[src/rtl/branch_resolve_tracker_pkg.sv]
`default_nettype none
// ============================================================================
// branch_pkg : shared branch-tracking types for fetch, execute and retire
// Revision   : 1.0
// ============================================================================
package branch_pkg;

    localparam int BHT_IDX_W = 5;

    typedef struct packed {
        logic                 valid;
        logic                 resolved;
        logic [BHT_IDX_W-1:0] idx;
        logic                 pred;
        logic                 taken;
    } bt_entry_t;

    // A resolved entry whose outcome disagrees with its prediction.
    function automatic logic is_mispredict(input bt_entry_t e);
        return e.valid & e.resolved & (e.taken != e.pred);
    endfunction

endpackage
`default_nettype wire

[src/rtl/branch_resolve_tracker_sat_counter.sv]
`default_nettype none
// ============================================================================
// sat_counter : W-bit up counter that sticks at all-ones
// Revision    : 1.0
// ============================================================================
module sat_counter #(
    parameter int W = 16
) (
    input  logic         clk_i,
    input  logic         reset_i,
    input  logic         incr_i,
    output logic [W-1:0] count_o
);

    logic [W-1:0] r_count;

    always_ff @(posedge clk_i or posedge reset_i) begin
        if (reset_i) begin
            r_count <= '0;
        end else if (incr_i && !(&r_count)) begin
            r_count <= r_count + W'(1);
        end
    end

    assign count_o = r_count;

endmodule
`default_nettype wire

[src/rtl/branch_resolve_tracker.sv]
`default_nettype none
// ============================================================================
// branch_resolve_tracker : in-order retirement of out-of-order resolved
//                          branches, driving predictor training and flushes
// Revision               : 1.0
// ============================================================================
module branch_resolve_tracker
    import branch_pkg::*;
#(
    parameter int DEPTH = 8,
    parameter int TAG_W = 3,
    parameter int IDX_W = BHT_IDX_W,
    parameter int CNT_W = 16
) (
    input  logic             clk_i,
    input  logic             reset_i,
    input  logic             alloc_v_i,
    input  logic [IDX_W-1:0] alloc_idx_i,
    input  logic             alloc_pred_i,
    output logic             alloc_ready_o,
    output logic [TAG_W-1:0] alloc_tag_o,
    input  logic             resolve_v_i,
    input  logic [TAG_W-1:0] resolve_tag_i,
    input  logic             resolve_taken_i,
    output logic             anUpdate_o,
    output logic [IDX_W-1:0] branchAddrWrite_o,
    output logic             brTaken_o,
    output logic             mispredict_o,
    output logic [CNT_W-1:0] mispredCount_o
);

    localparam logic [TAG_W:0] c_FULL_CNT = (TAG_W+1)'(DEPTH);

    bt_entry_t        r_entries [DEPTH];
    logic [TAG_W-1:0] r_head;
    logic [TAG_W-1:0] r_tail;
    logic [TAG_W:0]   r_count;

    bt_entry_t        w_head;
    logic             w_pop;
    logic             w_flush;
    logic             w_alloc;
    logic             w_resolve_hit;

    assign w_head        = r_entries[r_head];
    assign w_pop         = w_head.valid & w_head.resolved;
    assign w_flush       = is_mispredict(w_head);
    assign alloc_ready_o = (r_count < c_FULL_CNT) & ~w_flush;
    assign alloc_tag_o   = r_tail;
    assign w_alloc       = alloc_v_i & alloc_ready_o;
    assign w_resolve_hit = resolve_v_i & r_entries[resolve_tag_i].valid
                         & ~r_entries[resolve_tag_i].resolved;

    always_ff @(posedge clk_i or posedge reset_i) begin
        if (reset_i) begin
            for (int i = 0; i < DEPTH; i++) begin
                r_entries[i] <= '0;
            end
            r_head            <= '0;
            r_tail            <= '0;
            r_count           <= '0;
            anUpdate_o        <= 1'b0;
            mispredict_o      <= 1'b0;
            brTaken_o         <= 1'b0;
            branchAddrWrite_o <= '0;
        end else begin
            anUpdate_o   <= w_pop;
            mispredict_o <= w_flush;
            if (w_pop) begin
                branchAddrWrite_o <= w_head.idx;
                brTaken_o         <= w_head.taken;
            end

            if (w_flush) begin
                // Everything younger than the mispredicted branch is wrong-path.
                for (int i = 0; i < DEPTH; i++) begin
                    r_entries[i].valid <= 1'b0;
                end
                r_head  <= r_head + TAG_W'(1);
                r_tail  <= r_head + TAG_W'(1);
                r_count <= '0;
            end else begin
                if (w_resolve_hit) begin
                    r_entries[resolve_tag_i].resolved <= 1'b1;
                    r_entries[resolve_tag_i].taken    <= resolve_taken_i;
                end
                if (w_pop) begin
                    r_entries[r_head].valid <= 1'b0;
                    r_head                  <= r_head + TAG_W'(1);
                end
                if (w_alloc) begin
                    r_entries[r_tail] <= '{valid:    1'b1,
                                           resolved: 1'b0,
                                           idx:      alloc_idx_i,
                                           pred:     alloc_pred_i,
                                           taken:    1'b0};
                    r_tail            <= r_tail + TAG_W'(1);
                end
                case ({w_alloc, w_pop})
                    2'b10:   r_count <= r_count + (TAG_W+1)'(1);
                    2'b01:   r_count <= r_count - (TAG_W+1)'(1);
                    default: r_count <= r_count;
                endcase
            end
        end
    end

    sat_counter #(
        .W (CNT_W)
    ) u_mispred_cnt (
        .clk_i   (clk_i),
        .reset_i (reset_i),
        .incr_i  (w_flush),
        .count_o (mispredCount_o)
    );

endmodule
`default_nettype wire

[config.mk]
export PLATFORM = sky130hd
export DESIGN_NAME = branch_resolve_tracker
export DESIGN_NICKNAME = d
export VERILOG_FILES = /design/src/rtl/branch_resolve_tracker_pkg.sv /design/src/rtl/branch_resolve_tracker_sat_counter.sv /design/src/rtl/branch_resolve_tracker.sv
export SDC_FILE = /design/constraint.sdc
export NUM_CORES = 1
export LEC_CHECK = 0
export ABC_AREA = 1
export CAP_MARGIN = 20
export CORE_ASPECT_RATIO = 2
export CORE_MARGIN = 2
export CORE_UTILIZATION = 42
export CTS_BUF_LIST = sky130_fd_sc_hd__clkbuf_2
export CTS_CLUSTER_SIZE = 8
export DETAILED_ROUTE_END_ITERATION = 12
export SLEW_MARGIN = 10
export SYNTH_ARGS = -nofsm -noshare
export SYNTH_HDL_FRONTEND = slang
export SYNTH_SLANG_ARGS = --single-unit
[constraint.sdc]
create_clock -name clk_i -period 6.6 [get_ports clk_i]
set_clock_uncertainty 0.1 [all_clocks]
set_input_delay 1.98 -clock clk_i [delete_from_list [all_inputs] [get_ports clk_i]]
set_output_delay 1.98 -clock clk_i [all_outputs]
set_load 0.02 [all_outputs]
# Word-level counts from Yosys, hierarchy flattened
# Cells that the tools add are included.
# totals
inputBits	14
elab_cells	120
reg_bits	106
# classes
bitwise	11
n_reduce_logical	9
mux	37
n_addsub	5
n_eq_ne	3
n_lt_le_gt_ge	7
# ops
cell	n
72-bit two-way mux	5
72-bit bitwise mux	4
9-bit demux with 3-bit select	4
9-bit binary-select mux with 3-bit select	2
9-bit two-way mux	6
16-bit by 1-bit adder with 16-bit output (second input constant)	1
16-bit AND reduction	1
4-bit greater-or-equal comparator (second input constant)	3
4-bit by 1-bit < comparator with 1-bit output (second input constant)	3
3-bit two-way mux	4
3-bit NOT with 4-bit output	3
1-bit two-way mux	9
8-bit two-way mux	1
4-bit one-hot mux with 2 select lines	1
3-bit by 1-bit adder with 3-bit output (second input constant)	2
1-bit AND	6
4-bit by 1-bit adder with 4-bit output (second input constant)	1
1-bit logical AND	4
4-bit < comparator (second input constant)	1
4-bit two-way mux	1
2-bit nonzero test	2
4-bit by 1-bit subtractor with 4-bit output (second input constant)	1
3-bit nonzero test	1
2-bit by 1-bit equality test with 1-bit output (second input constant)	1
other kinds (4)	5

# Longest topological paths before layout
# depth
ltp_word	15
mapped_depth	20
depth_no_buf	17

# Hierarchy
# A second synthesis with hierarchy kept.
# hier_totals
hier_cells	760
hier_area_um2	5713.0
# modules_own_cells
mod	cells_each	seq_area_each_um2	area_each_um2	n_inst
branch_resolve_tracker	597	2252.2	4649.5	1
sat_counter	163	400.4	1063.5	1

# Worst setup path before layout
# OpenSTA, ideal clock, no wires.
# synth_timing
path_type	register to output
startpoint	register r_head[0]
endpoint	output port alloc_ready_o
stages_incl_launch_ff	11
path_buffers	2
t_arrival_ps	1567
path_slack_ps	2953
path_cell_list	dfrtp_1 buf_4 or2_1 nand3_1 nand2_1 nor2_2 nor2_8 nand3_2 inv_2 nor2_4 buf_2
# synth_between
elab_chain_len	8
word_cells_on_any_way	9
# synth_rtl
item	line_no	rtl
from (decl)	branch_resolve_tracker.sv:35	logic [TAG_W-1:0] r_head;
from (signal assigned)	branch_resolve_tracker.sv:79	r_head <= r_head + TAG_W'(1);
from (signal assigned)	branch_resolve_tracker.sv:89	r_head <= r_head + TAG_W'(1);
3-bit NOT with 4-bit output (implied by the code) (*)	branch_resolve_tracker.sv:45	assign w_head = r_entries[r_head];
9-bit binary-select mux with 3-bit select (*)	branch_resolve_tracker.sv:45	
9-bit two-way mux (implied by the code) (*) (2 in series)	branch_resolve_tracker.sv:45	
1-bit AND or 1-bit inequality test (tied branches)	branch_resolve_tracker_pkg.sv:20	return e.valid & e.resolved & (e.taken != e.pred);
1-bit AND (*)	branch_resolve_tracker_pkg.sv:20	
1-bit NOT (*)	branch_resolve_tracker.sv:48	assign alloc_ready_o = (r_count < c_FULL_CNT) & ~w_flush;
1-bit AND (*)	branch_resolve_tracker.sv:48	
to (decl)	branch_resolve_tracker.sv:20	output logic alloc_ready_o,
# Every way passes the cells marked *; elsewhere a longest branch is shown, timed or not. The select of a mux whose other input is x is not followed.

# Worst setup path in the final report
# layout_timing
startpoint	register r_head[2]
endpoint	output port alloc_ready_o
# The elaborated chain is that of the path after synthesis.

==> impl_results.md <==
- Pin count of the biggest net entering global routing: 74
- Worst-skew pair later-pin latency: 0.61 ns
- Mapped Cells: 855
- Area grow syn2layout: 9.41%
- Share of cells above drive strength 1: 0.0680
- Part of the Yosys area used for sequential elements: 0.430
- Top cell type by total area after synthesis: dfrtp_1
- Leakage: 0.00363 uW
- Worst slew pin tran: 0.939 ns
- Die H: 175 um
- Overall Global Routing Usage: 0.240
- Post-CTS setup repair buffer count: 0
- CP Max Fanout: 17
- Tmin final: 5.23 ns
- Avg WL per Cell: 16.8 um
- Post-CTS Hold Fix Bufs: 0
- Count of final hold-check violations: 0
- Final net count: 899
- HP Start: r_entries[65]
- Via-to-Cell Ratio: 5.20
- Post-synthesis cell type count: 35
- Grt ovf: 0
- Total CTS buffers: 9
- CTS max path bufs: 2
- Post-synth top area share: 0.430
- Die width: 89.7 um
- Status: finished, final reports clean
- Detail Route Antenna Nets: 0
- Initial antenna violation count: 1
- Final instance area: 0.00675 mm^2
- Final period util: 0.792
- Critical Path AT: 3.15 ns
- Syn Std Cell Area: 0.00617 mm^2
- IO Port Bufs: 41
- Worst Path Required: 4.52 ns
- Overall power: 2920 uW
- Core Area: 0.0144 mm^2
- Top-count cell post-synth: nand2_1
- Clock-pin slew on the worst setup and hold paths: 0.33 ns
- # rows: 62
- Crit path from: r_head[2]
- WL final: 18.0 mm
- DRT Pass-1 Iters: 5
- Synth top cells by count: 277 x nand2_1, 114 x nor2_1, 106 x dfrtp_1
- Vias in the first global route: 5,631
- Synth Warn #: 0
- Post-Synthesis Mean Instance Area: 7.22 um^2
- Hpwl dp: 12.7 mm
- RSZ-0062 raised after global routing: no
- Die ar.: 0.0157 mm^2
- Drt first-iter violations: 352
- Pins Over Slew Limit: 0
- Mapped Nets: 876
- IR Drop Worst-Case VDD: 0.000202 V
- Placed cell area: 0.00665 mm^2
- Final setup violation count: 0
- Async S/R FF share, synth: 1.00
- Type of the most critical hold path: reg -> reg
- Top cells by area, synth: dfrtp_1 43%, nand2_1 17%, nand3_1 7.7%, nor2_1 6.9%, inv_1 5.2%
- Htree depth: 3
- Clk sinks: 106
- Crit. End Element: primary output
- I/O pins: 42
- Hold_ws: 0.419 ns
- #FFs+latches synth: 106
- Upper clock frequency limit: 191 MHz
- # resized after CTS: 0
- Ys flop type: dfrtp_1
- Startpoint Class: flop
- First-pass GRT wire length: 29.6 mm
- PwrDens: 432 mW/mm^2
- DRC: 0
- Post-synth EDFFs: 0
- Critical path class: reg -> out
- RR Startpoint: r_head[0]
- Via count: 5,593
- Final Wtd Congestion: 0.883
- Setup Total Neg Slack: 0 ns
- CTS tree: done
- Root buffer cell: clkbuf_2
- Max capacitance violation total: 0
- Relative slew slack: 0.374
- Starting Density: 0.430
[through the flow]
stage	util	cells	setup slack (ns)
after floorplan	-	855	1.73
after global placement	0.463	1059	2.10
after detailed placement	0.463	1059	2.11
after CTS	0.470	1075	1.35
after global routing	0.471	1076	1.19
final	0.471	1076	1.37
[where the power goes]
part | switching [uW] | internal (uW)
registers | 186 | 896
clock network | 237 | 54.3
logic | 1050 | 497
[metal layers]
layer  global-route usage  part of all wire  up-vias
met4                0.148             0.059        0
li1                     -                 -     2748
met2                0.446              0.55      148
met5                    0                 0        -
met3               0.0236             0.027       55
met1                0.259              0.37     2642
[path summary, 6_finish.rpt]
| kind | to | slack, ns | depth (start not counted) |
|---|---|---|---|
| setup reg to reg | r_count[2] | 3.03 | 16 |
| min in group asynchronous | r_entries[2] | 1.77 | 2 |
| hold / removal | r_entries[65] | 0.42 | 2 |
| setup / recovery | alloc_ready_o | 1.37 | 10 |
| max in group asynchronous | r_entries[71] | 3.54 | 3 |
| hold reg to reg | r_entries[65] | 0.42 | 2 |
[registers in the layout (all words and copies together), names as in the netlist]
| signal | count |
|---|---|
| u_mispred_cnt.count_o | 16 |
| r_entries | 72 |
| anUpdate_o | 1 |
| r_count | 4 |
| mispredict_o | 1 |
| brTaken_o | 1 |
| r_head | 3 |
| branchAddrWrite_o | 5 |
| alloc_tag_o | 3 |
[layout by cell type, fill, tap and decap left out, types with 4 or more instances in the layout]
| cell | netlist | final |
|---|---|---|
| nand2_1 | 277 | 277 |
| nor2_1 | 114 | 114 |
| dfrtp_1 | 106 | 106 |
| nand3_1 | 95 | 95 |
| inv_1 | 86 | 85 |
| clkdlybuf4s50_1 | 0 | 40 |
| o21ai_0 | 29 | 29 |
| nand4_1 | 15 | 15 |
| nand3_2 | 12 | 12 |
| xnor2_1 | 11 | 11 |
| xor2_1 | 10 | 10 |
| clkbuf_2 | 0 | 10 |
| nand4_2 | 8 | 8 |
| a21oi_1 | 8 | 8 |
| nor3_1 | 7 | 7 |
| ha_1 | 7 | 7 |
| o21ai_1 | 6 | 6 |
| buf_4 | 4 | 6 |
| inv_2 | 5 | 5 |
| nor2_2 | 5 | 5 |
| o2111ai_1 | 4 | 4 |
[logic make-up (layout without fill, tap and decap cells)]
kind of cell,after synthesis,after routing,share of synthesized area
buffers and inverters,128,156,0.0916
XOR/XNOR,21,21,0.0298
flip-flops,106,106,0.430
AND/OR/NAND/NOR,543,543,0.391
other,0,1,0
AO/OA/AOI/OAI,50,50,0.0440
adder cells (fa/ha/maj),7,7,0.0142
[worst max-delay path, stage by stage, from the launching register on]
cell and delay (ns):
dfrtp_1 0.60, inv_1 0.09, nor2_2 0.31, nand3_1 0.20
nand2_1 0.13, nor2_2 0.07, nor2_8 0.31, nand3_2 0.13
inv_2 0.11, nor2_4 0.04, clkdlybuf4s50_1 0.55
[layout make-up]
cell class	instances	area (um^2)
Clock buffer	10	50.0
Clock inverter	6	48.8
Timing Repair Buffer	47	450
Tap cell	192	240
Antenna cell	1	2.50
Sequential cell	106	2650
Inverter	93	354
Multi-Input combinational cell	621	2950
Fill cell	1508	7600
No activity file was read; power rests on OpenSTA's default activity.
